$ cat src/rtl/systolic_push_unit_pkg.sv
// Shared definitions for the matmul push path: array geometry defaults,
// warp indexing and the push FSM state encoding.
package systolic_push_unit_pkg;

  localparam int DIM       = 4;
  localparam int DATA_W    = 8;
  localparam int WARP_W    = 2;
  localparam int NUM_WARPS = 1 << WARP_W;

  // After the last row enters, the farthest lane needs this many more shifts
  // before every operand has crossed the array.
  localparam int DRAIN_LEN = 2 * DIM - 2;

  typedef enum logic [1:0] {
    ST_IDLE  = 2'd0,
    ST_PUSH  = 2'd1,
    ST_DRAIN = 2'd2,
    ST_DONE  = 2'd3
  } push_state_e;

  function automatic int cnt_width(input int n);
    return (n < 2) ? 1 : $clog2(n);
  endfunction

endpackage

$ cat src/rtl/skew_delay_line.sv
// Enable-gated shift register of DEPTH stages; one per array row to build the
// diagonal skew on the west edge.
module skew_delay_line #(
  parameter int DEPTH  = 1,
  parameter int DATA_W = 8
) (
  input  logic              clk,
  input  logic              reset,
  input  logic              en,
  input  logic [DATA_W-1:0] din,
  output logic [DATA_W-1:0] dout
);

  logic [DATA_W-1:0] stages [DEPTH];

  always_ff @(posedge clk) begin
    if (!reset) begin
      for (int s = 0; s < DEPTH; s++) begin
        stages[s] <= '0;
      end
    end else if (en) begin
      stages[0] <= din;
      for (int s = 1; s < DEPTH; s++) begin
        stages[s] <= stages[s-1];
      end
    end
  end

  assign dout = stages[DEPTH-1];

endmodule

$ cat src/rtl/systolic_push_unit.sv
// Reads one operand row per accepted cycle from the register file and feeds
// it, diagonally skewed, into the west edge of the systolic array.
module systolic_push_unit #(
  parameter int DIM    = systolic_push_unit_pkg::DIM,
  parameter int DATA_W = systolic_push_unit_pkg::DATA_W,
  parameter int WARP_W = systolic_push_unit_pkg::WARP_W
) (
  input  logic                  clk,
  input  logic                  reset,
  input  logic                  push_en,
  input  logic [WARP_W-1:0]     push_warp,
  input  logic                  pause,
  output logic                  rf_rd_en,
  output logic [WARP_W-1:0]     rf_rd_warp,
  input  logic [DIM*DATA_W-1:0] rf_rd_data,
  output logic [DIM*DATA_W-1:0] array_west_data,
  output logic                  array_en,
  output logic                  busy,
  output logic                  matmul_done
);

  import systolic_push_unit_pkg::*;

  localparam int DRAIN_CYCLES = 2 * DIM - 2;
  localparam int CNT_W        = cnt_width(DRAIN_CYCLES);
  localparam logic [CNT_W-1:0] ROW_LAST   = CNT_W'(DIM - 1);
  localparam logic [CNT_W-1:0] DRAIN_LAST = CNT_W'(DRAIN_CYCLES - 1);

  push_state_e          state;
  push_state_e          state_nxt;
  logic [CNT_W-1:0]     row_cnt;
  logic [CNT_W-1:0]     row_cnt_nxt;
  logic [CNT_W-1:0]     drain_cnt;
  logic [CNT_W-1:0]     drain_cnt_nxt;
  logic                 accept;
  logic [DIM*DATA_W-1:0] stage0_in;

  always_ff @(posedge clk) begin
    if (!reset) begin
      state     <= ST_IDLE;
      row_cnt   <= '0;
      drain_cnt <= '0;
    end else begin
      state     <= state_nxt;
      row_cnt   <= row_cnt_nxt;
      drain_cnt <= drain_cnt_nxt;
    end
  end

  // Read handshake: a row is transferred in every PUSH cycle where pause is
  // low; rf_rd_en marks that cycle and rf_rd_data is consumed combinationally
  // in the same cycle. A paused cycle transfers nothing and freezes the array.
  always_comb begin
    state_nxt     = state;
    row_cnt_nxt   = row_cnt;
    drain_cnt_nxt = drain_cnt;
    rf_rd_en      = 1'b0;
    rf_rd_warp    = '0;
    array_en      = 1'b0;
    matmul_done   = 1'b0;
    accept        = 1'b0;
    case (state)
      ST_IDLE: begin
        if (push_en) begin
          state_nxt   = ST_PUSH;
          row_cnt_nxt = '0;
        end
      end
      ST_PUSH: begin
        rf_rd_warp = push_warp;
        if (!pause) begin
          rf_rd_en    = 1'b1;
          accept      = 1'b1;
          array_en    = 1'b1;
          row_cnt_nxt = row_cnt + 1'b1;
          if (row_cnt == ROW_LAST) begin
            state_nxt     = ST_DRAIN;
            drain_cnt_nxt = '0;
          end
        end
      end
      ST_DRAIN: begin
        array_en      = 1'b1;
        drain_cnt_nxt = drain_cnt + 1'b1;
        if (drain_cnt == DRAIN_LAST) begin
          state_nxt = ST_DONE;
        end
      end
      ST_DONE: begin
        matmul_done = 1'b1;
        state_nxt   = ST_IDLE;
      end
      default: begin
        state_nxt = ST_IDLE;
      end
    endcase
  end

  assign busy      = (state != ST_IDLE);
  assign stage0_in = accept ? rf_rd_data : '0;

  // Lane i sits behind i+1 registers so row elements reach the array edge on
  // a diagonal wavefront.
  for (genvar i = 0; i < DIM; i++) begin : g_lane
    skew_delay_line #(
      .DEPTH  (i + 1),
      .DATA_W (DATA_W)
    ) u_skew (
      .clk   (clk),
      .reset (reset),
      .en    (array_en),
      .din   (stage0_in[i*DATA_W +: DATA_W]),
      .dout  (array_west_data[i*DATA_W +: DATA_W])
    );
  end

endmodule

$ cat config.mk
export PLATFORM = sky130hd
export DESIGN_NAME = systolic_push_unit
export DESIGN_NICKNAME = d
export VERILOG_FILES = /design/src/rtl/systolic_push_unit_pkg.sv /design/src/rtl/skew_delay_line.sv /design/src/rtl/systolic_push_unit.sv
export SDC_FILE = /design/constraint.sdc
export NUM_CORES = 1
export LEC_CHECK = 0
export ABC_AREA = 1
export CORE_AREA = 2 2 86 88
export CTS_BUF_LIST = sky130_fd_sc_hd__clkbuf_16
export CTS_CLUSTER_DIAMETER = 30
export DETAILED_ROUTE_END_ITERATION = 8
export DIE_AREA = 0 0 88 90
export GPL_ROUTABILITY_DRIVEN = 0
export PLACE_DENSITY = 0.88
export SETUP_SLACK_MARGIN = 0.05
export SYNTH_ARGS = -nofsm -noshare
export SYNTH_HDL_FRONTEND = slang
export SYNTH_SLANG_ARGS = --single-unit
export TNS_END_PERCENT = 100
$ cat constraint.sdc
create_clock -name clk -period 6.6 [get_ports clk]
set_clock_uncertainty 0.1 [all_clocks]
set_input_delay 1.32 -clock clk [delete_from_list [all_inputs] [get_ports clk]]
set_output_delay 1.32 -clock clk [all_outputs]
set_load 0.005 [all_outputs]
After elaboration in Yosys (flattened, before gate mapping). Memory sizes are Yosys's and may differ from the RTL's. Cells that the tools add are included.

$add $sub $neg: 2. Equal/unequal tests: 9. Mux-type cells: 32. Reductions and logical operators: 8. Bitwise operators: 9.

Operators by type and width (count): $mux 8 (10); $mux 32 (1); $mux 3 (4); $pmux 3 s2 (2); $mux 2 (5); $or 1x1->1 (9); $mux 1 (8); $ne 2x2->1 const B (4); $pmux 2 s4 (1); $reduce_or 8->1 (1); $add 3x1->3 const B (2); $reduce_and 3->1 (2); $reduce_bool 2->1 (3); $eq 2x2->1 const B (2); $reduce_and 4->1 (1); $eq 3x2->1 const B (1); $eq 3x3->1 const B (1); $eq 2x1->1 const B (1); $logic_not 2->1 (1); $pmux 1 s2 (1).

Memory bits (writable): 80. Input bits: 38. Output and inout bits: 38. Flip-flop bits (word level): 8. Memories kept: 4.

Memories: g_lane[3].u_skew.stages (words 4, width 8, read ports 4, clocked after memory_dff 0, write ports 4, RTL line skew_delay_line.sv:14) `logic [DATA_W-1:0] stages [DEPTH];`; g_lane[2].u_skew.stages (words 3, width 8, read ports 3, clocked after memory_dff 0, write ports 3, RTL line skew_delay_line.sv:14); g_lane[1].u_skew.stages (words 2, width 8, read ports 2, clocked after memory_dff 0, write ports 2, RTL line skew_delay_line.sv:14); g_lane[0].u_skew.stages (words 1, width 8, read ports 1, clocked after memory_dff 0, write ports 1, RTL line skew_delay_line.sv:14).

Depth between registers and ports, before layout.
Depth in word-level cells: 7. Gate-level depth with buffers: 9. Mapped depth without buffers: 9.

By module. From an unflattened synthesis, not the netlist that was laid out.

Cell total of the unflattened synthesis: 424. Area total of the unflattened synthesis: 4219.0 µm².

Modules (own cells, without submodules): skew_delay_line at g_lane[3].u_skew (cells each 102, times used 1, sequential area each 960.9 µm², area an instance 1338.8 µm²); skew_delay_line at g_lane[2].u_skew (cells each 85, times used 1, sequential area each 720.7 µm², area an instance 1057.3 µm²); systolic_push_unit (cells each 150, times used 1, sequential area each 160.2 µm², area an instance 798.3 µm²); skew_delay_line at g_lane[1].u_skew (cells each 60, times used 1, sequential area each 480.5 µm², area an instance 710.7 µm²); skew_delay_line at g_lane[0].u_skew (cells each 27, times used 1, sequential area each 240.2 µm², area an instance 314.1 µm²).

Worst setup path after synthesis. OpenSTA, ideal clock, no wires.

Kind: input to register. From: input pause. To: memory g_lane[0].u_skew.stages[0][0], enable pin. Setup time: 0.404 ns. Path buffers: 0. Data arrival time: 2.646 ns. Stages on the path: 4. Setup slack: 3.450 ns. Cell sequence: inv_1 -> nand2_2 -> a21oi_4 -> or2_2.

Cells in the longest elaborated chain, start to end: 7.

Ends and longest elaborated chain: start, declared (RTL line systolic_push_unit.sv:12) `input logic pause,`; $mux 1 * (RTL line systolic_push_unit.sv:71) `if (!pause) begin`; $pmux 1 s2 * (RTL line systolic_push_unit.sv:62) `case (state)`; named net array_en (RTL line systolic_push_unit.sv:17) `output logic array_en,`; $mux 1 * (RTL line skew_delay_line.sv:21) `end else if (en) begin`; $mux 1 * (RTL line skew_delay_line.sv:17) `if (!reset) begin`; $mux 1 (not written as such) * (RTL line skew_delay_line.sv:22) `stages[0] <= din;`; $reduce_or 8->1 (no source line); $mux 1 (no source line) *; end, declared (RTL line skew_delay_line.sv:14).

The timed path passes the listed nets; every way through them passes the cells marked *.

Final worst setup path.
From: input pause. To: output array_en.

Cells in the longest elaborated chain, start to end: 2.

Ends and longest elaborated chain (RTL line): $mux 1 (systolic_push_unit.sv:71); $pmux 1 s2 (systolic_push_unit.sv:62); end, declared (systolic_push_unit.sv:17).

Every way passes these cells.

==> run summary <==
syn avg cell area -> 10.6 um^2
# DRC -> 0
critical path's most frequent cell -> clkdlybuf4s50_1
sw frac -> 25.8%
Distinct cells, synth -> 17
TritonCTS Buffers -> 9
Worst EP required -> 5.18 ns
EDFF count, synth -> 80
RSZ-0062 raised after global routing -> no
Critical Path Source -> pause
Antenna Cells -> 0
initial antenna violation count -> 0
IO Pins -> 76
layout cells sized above 1 -> 4.77%
pwr dens -> 338 mW/mm^2
critical path peak fanout -> 4
Hold-fix buffers, CTS -> 0
Synth Net Count -> 399
Overflow after GRT -> 0
sequential area share after synthesis -> 68.4%
Top Family by Delay on Critical Path -> buffers and inverters
Die Area -> 0.00792 mm^2
Mapped Area -> 0.00375 mm^2
core area -> 0.00702 mm^2
final wirelength -> 5900 um
Initial Util -> 53.4%
Largest stage delay, worst path -> 0.54 ns
worst hold path class -> reg2reg
P_sw -> 0.000416 W
cell count after synthesis -> 352
root buffer cell -> clkbuf_16
Rows -> 31
final hold viol count -> 0
cell-internal power -> 0.00119 W
Setup TNS -> 0 ns
Slew Limit Headroom -> 16.7%
Hold WS -> 0.383 ns
Setup CP Type -> in2out
Worst Path Arrival -> 2.63 ns
Total GRT Usage -> 15.7%
Clk pin slew, worst setup/hold paths -> 0.06 ns
worst skew pair latency -> 0.33 ns
pin slew with the least headroom to its limit -> 1.25 ns
first-pass GRT wire length -> 9630 um
vias in the first global route -> 2344
Routed Antenna Nets -> 0
fmax -> 247 MHz
Final HPWL DP -> 3860 um
ys flop type -> edfxtp_1
slack of the critical path -> 2.55 ns
CTS tree -> built
Gate power share -> 20.1%
critical path launch point type -> input pin
Worst VDD drop -> 0.186 mV
via count -> 2289
Setup Buffers After CTS -> 0
Die Span X -> 88 um
vias per inst -> 4.42
design area -> 0.00476 mm^2
Iter 0 DRT Violations -> 102
largest net degree at the start of global routing -> 81
post-CTS sizing -> 0
dpl cell area -> 0.00446 mm^2
Critical R2R Launch -> state[1]
fin. max-slew vios -> 0
clock sinks -> 88
Clk pwr share -> 31.5%
CP Buf/Inv Count -> 3
Async SR Flop Fraction -> 0%
Routed wire per std cell -> 11.4 um
P_leak -> 2.07 nW
Tmin final -> 4.05 ns
Max Cap Viol -> 0
CP Capture Type -> output port
final setup vio count -> 0
Worst path slowest cell -> clkdlybuf4s50_1
post-place setup slack -> 2.56 ns
min-delay src -> row_cnt[1]
H-tree depth -> 3
Yosys warning count -> 0
fin crit share -> 61.3%
R2R setup slack -> 4.03 ns
clk buf depth -> 2
Cell Chain, Critical Path -> clkdlybuf4s50_1, inv_1, nand2_2, a21oi_4, clkdlybuf4s50_1
total iterations of the first detailed-routing run -> 5
sequential power share -> 48.4%
Yosys reg bits -> 88
fin nets -> 461
Area growth syn-to-layout -> 27.0%
port bufs -> 75
status -> finished clean
Final Core Density -> 67.8%
Die Ht -> 90 um
metal layers:
layer  up-vias  track usage [%]  share of wire [%]
met5         -                0                  0
met4         0             5.38                1.2
met3         6             3.40                3.6
met2        55             30.9                 56
met1      1064             15.4                 39
li1       1164                -                  -
tightest hold or removal path: cells and delay by family, from the launching register on:
family           cells  cell delay (ns)
AND/OR/NAND/NOR      1             0.06
flip-flops           1             0.31
AO/OA/AOI/OAI        1             0.06
through the flow:
stage	total power (W)	instances
2_1_floorplan	0.000981	352
3_3_place_gp	0.00110	502
3_5_place_dp	0.00112	502
4_1_cts	0.00162	518
5_1_grt	0.00169	518
6_report	0.00161	518
layout make-up:
cell class                 count  area (um^2)
sequential                    88         2560
tap                           99          124
clock inverter                 7         78.8
fill                         523         2260
multi-input combinational    141          647
timing repair buffer          75          751
clock buffer                   9          225
inverter                      99          372
final timing paths:
path                                                      end  cells past startpoint
worst max register to register  g_lane[2].u_skew.stages[0][1]                      6
worst min register to register                     row_cnt[1]                      2
worst min-delay path                               row_cnt[1]                      2
worst max-delay path                                 array_en                      5
power groups by stage:
stage	logic, W	clock network, W	registers, W
after floorplan	0.000193	0	0.000787
final	0.000323	0.000507	0.000780
after global placement	0.000312	0	0.000786
after detailed placement	0.000324	0	0.000792
after global routing	0.000361	0.000537	0.000791
after CTS	0.000326	0.000516	0.000781
registers in the layout (all words and copies together) (netlist names):
| signal | flops |
|---|---|
| g_lane.u_skew.stages | 80 |
| drain_cnt | 3 |
| row_cnt | 3 |
| state | 2 |
cells in the final DEF, fill, tap and decap left out, drive strengths merged:
cell,Yosys,layout
clkinvlp,0,2
clkbuf,2,9
or2,1,1
inv,99,102
bufinv,0,1
clkinv,0,1
a21oi,5,5
o21ai,3,3
edfxtp,80,80
ha,9,9
clkdlybuf4s50,0,75
nand4,1,1
nand2,25,25
nand3,4,4
dfxtp,8,8
nor2,93,93
cell families (layout without fill, tap and decap cells):
kind of cell	count (synthesis)	count (layout)	synth area share, %
simple gates	124	124	12.8
buf+inv	123	190	14.5
compound gates	8	8	1.37
flops	88	88	68.4
fa+ha+maj	9	9	3.00
synthesized netlist by cell type (2+ instances only):
master,number,area [um^2]
dfxtp_1,8,160
inv_1,99,372
clkbuf_1,2,7.51
nand2_1,24,90.1
buf_4,17,128
edfxtp_1,80,2400
nor2_1,93,349
ha_1,9,113
a21oi_1,4,20.0
o21ai_0,3,15.0
nand3_1,4,20.0
buf_6,2,22.5
buf_2,3,15.0
Note: power is estimated with default switching activity, not from simulation.
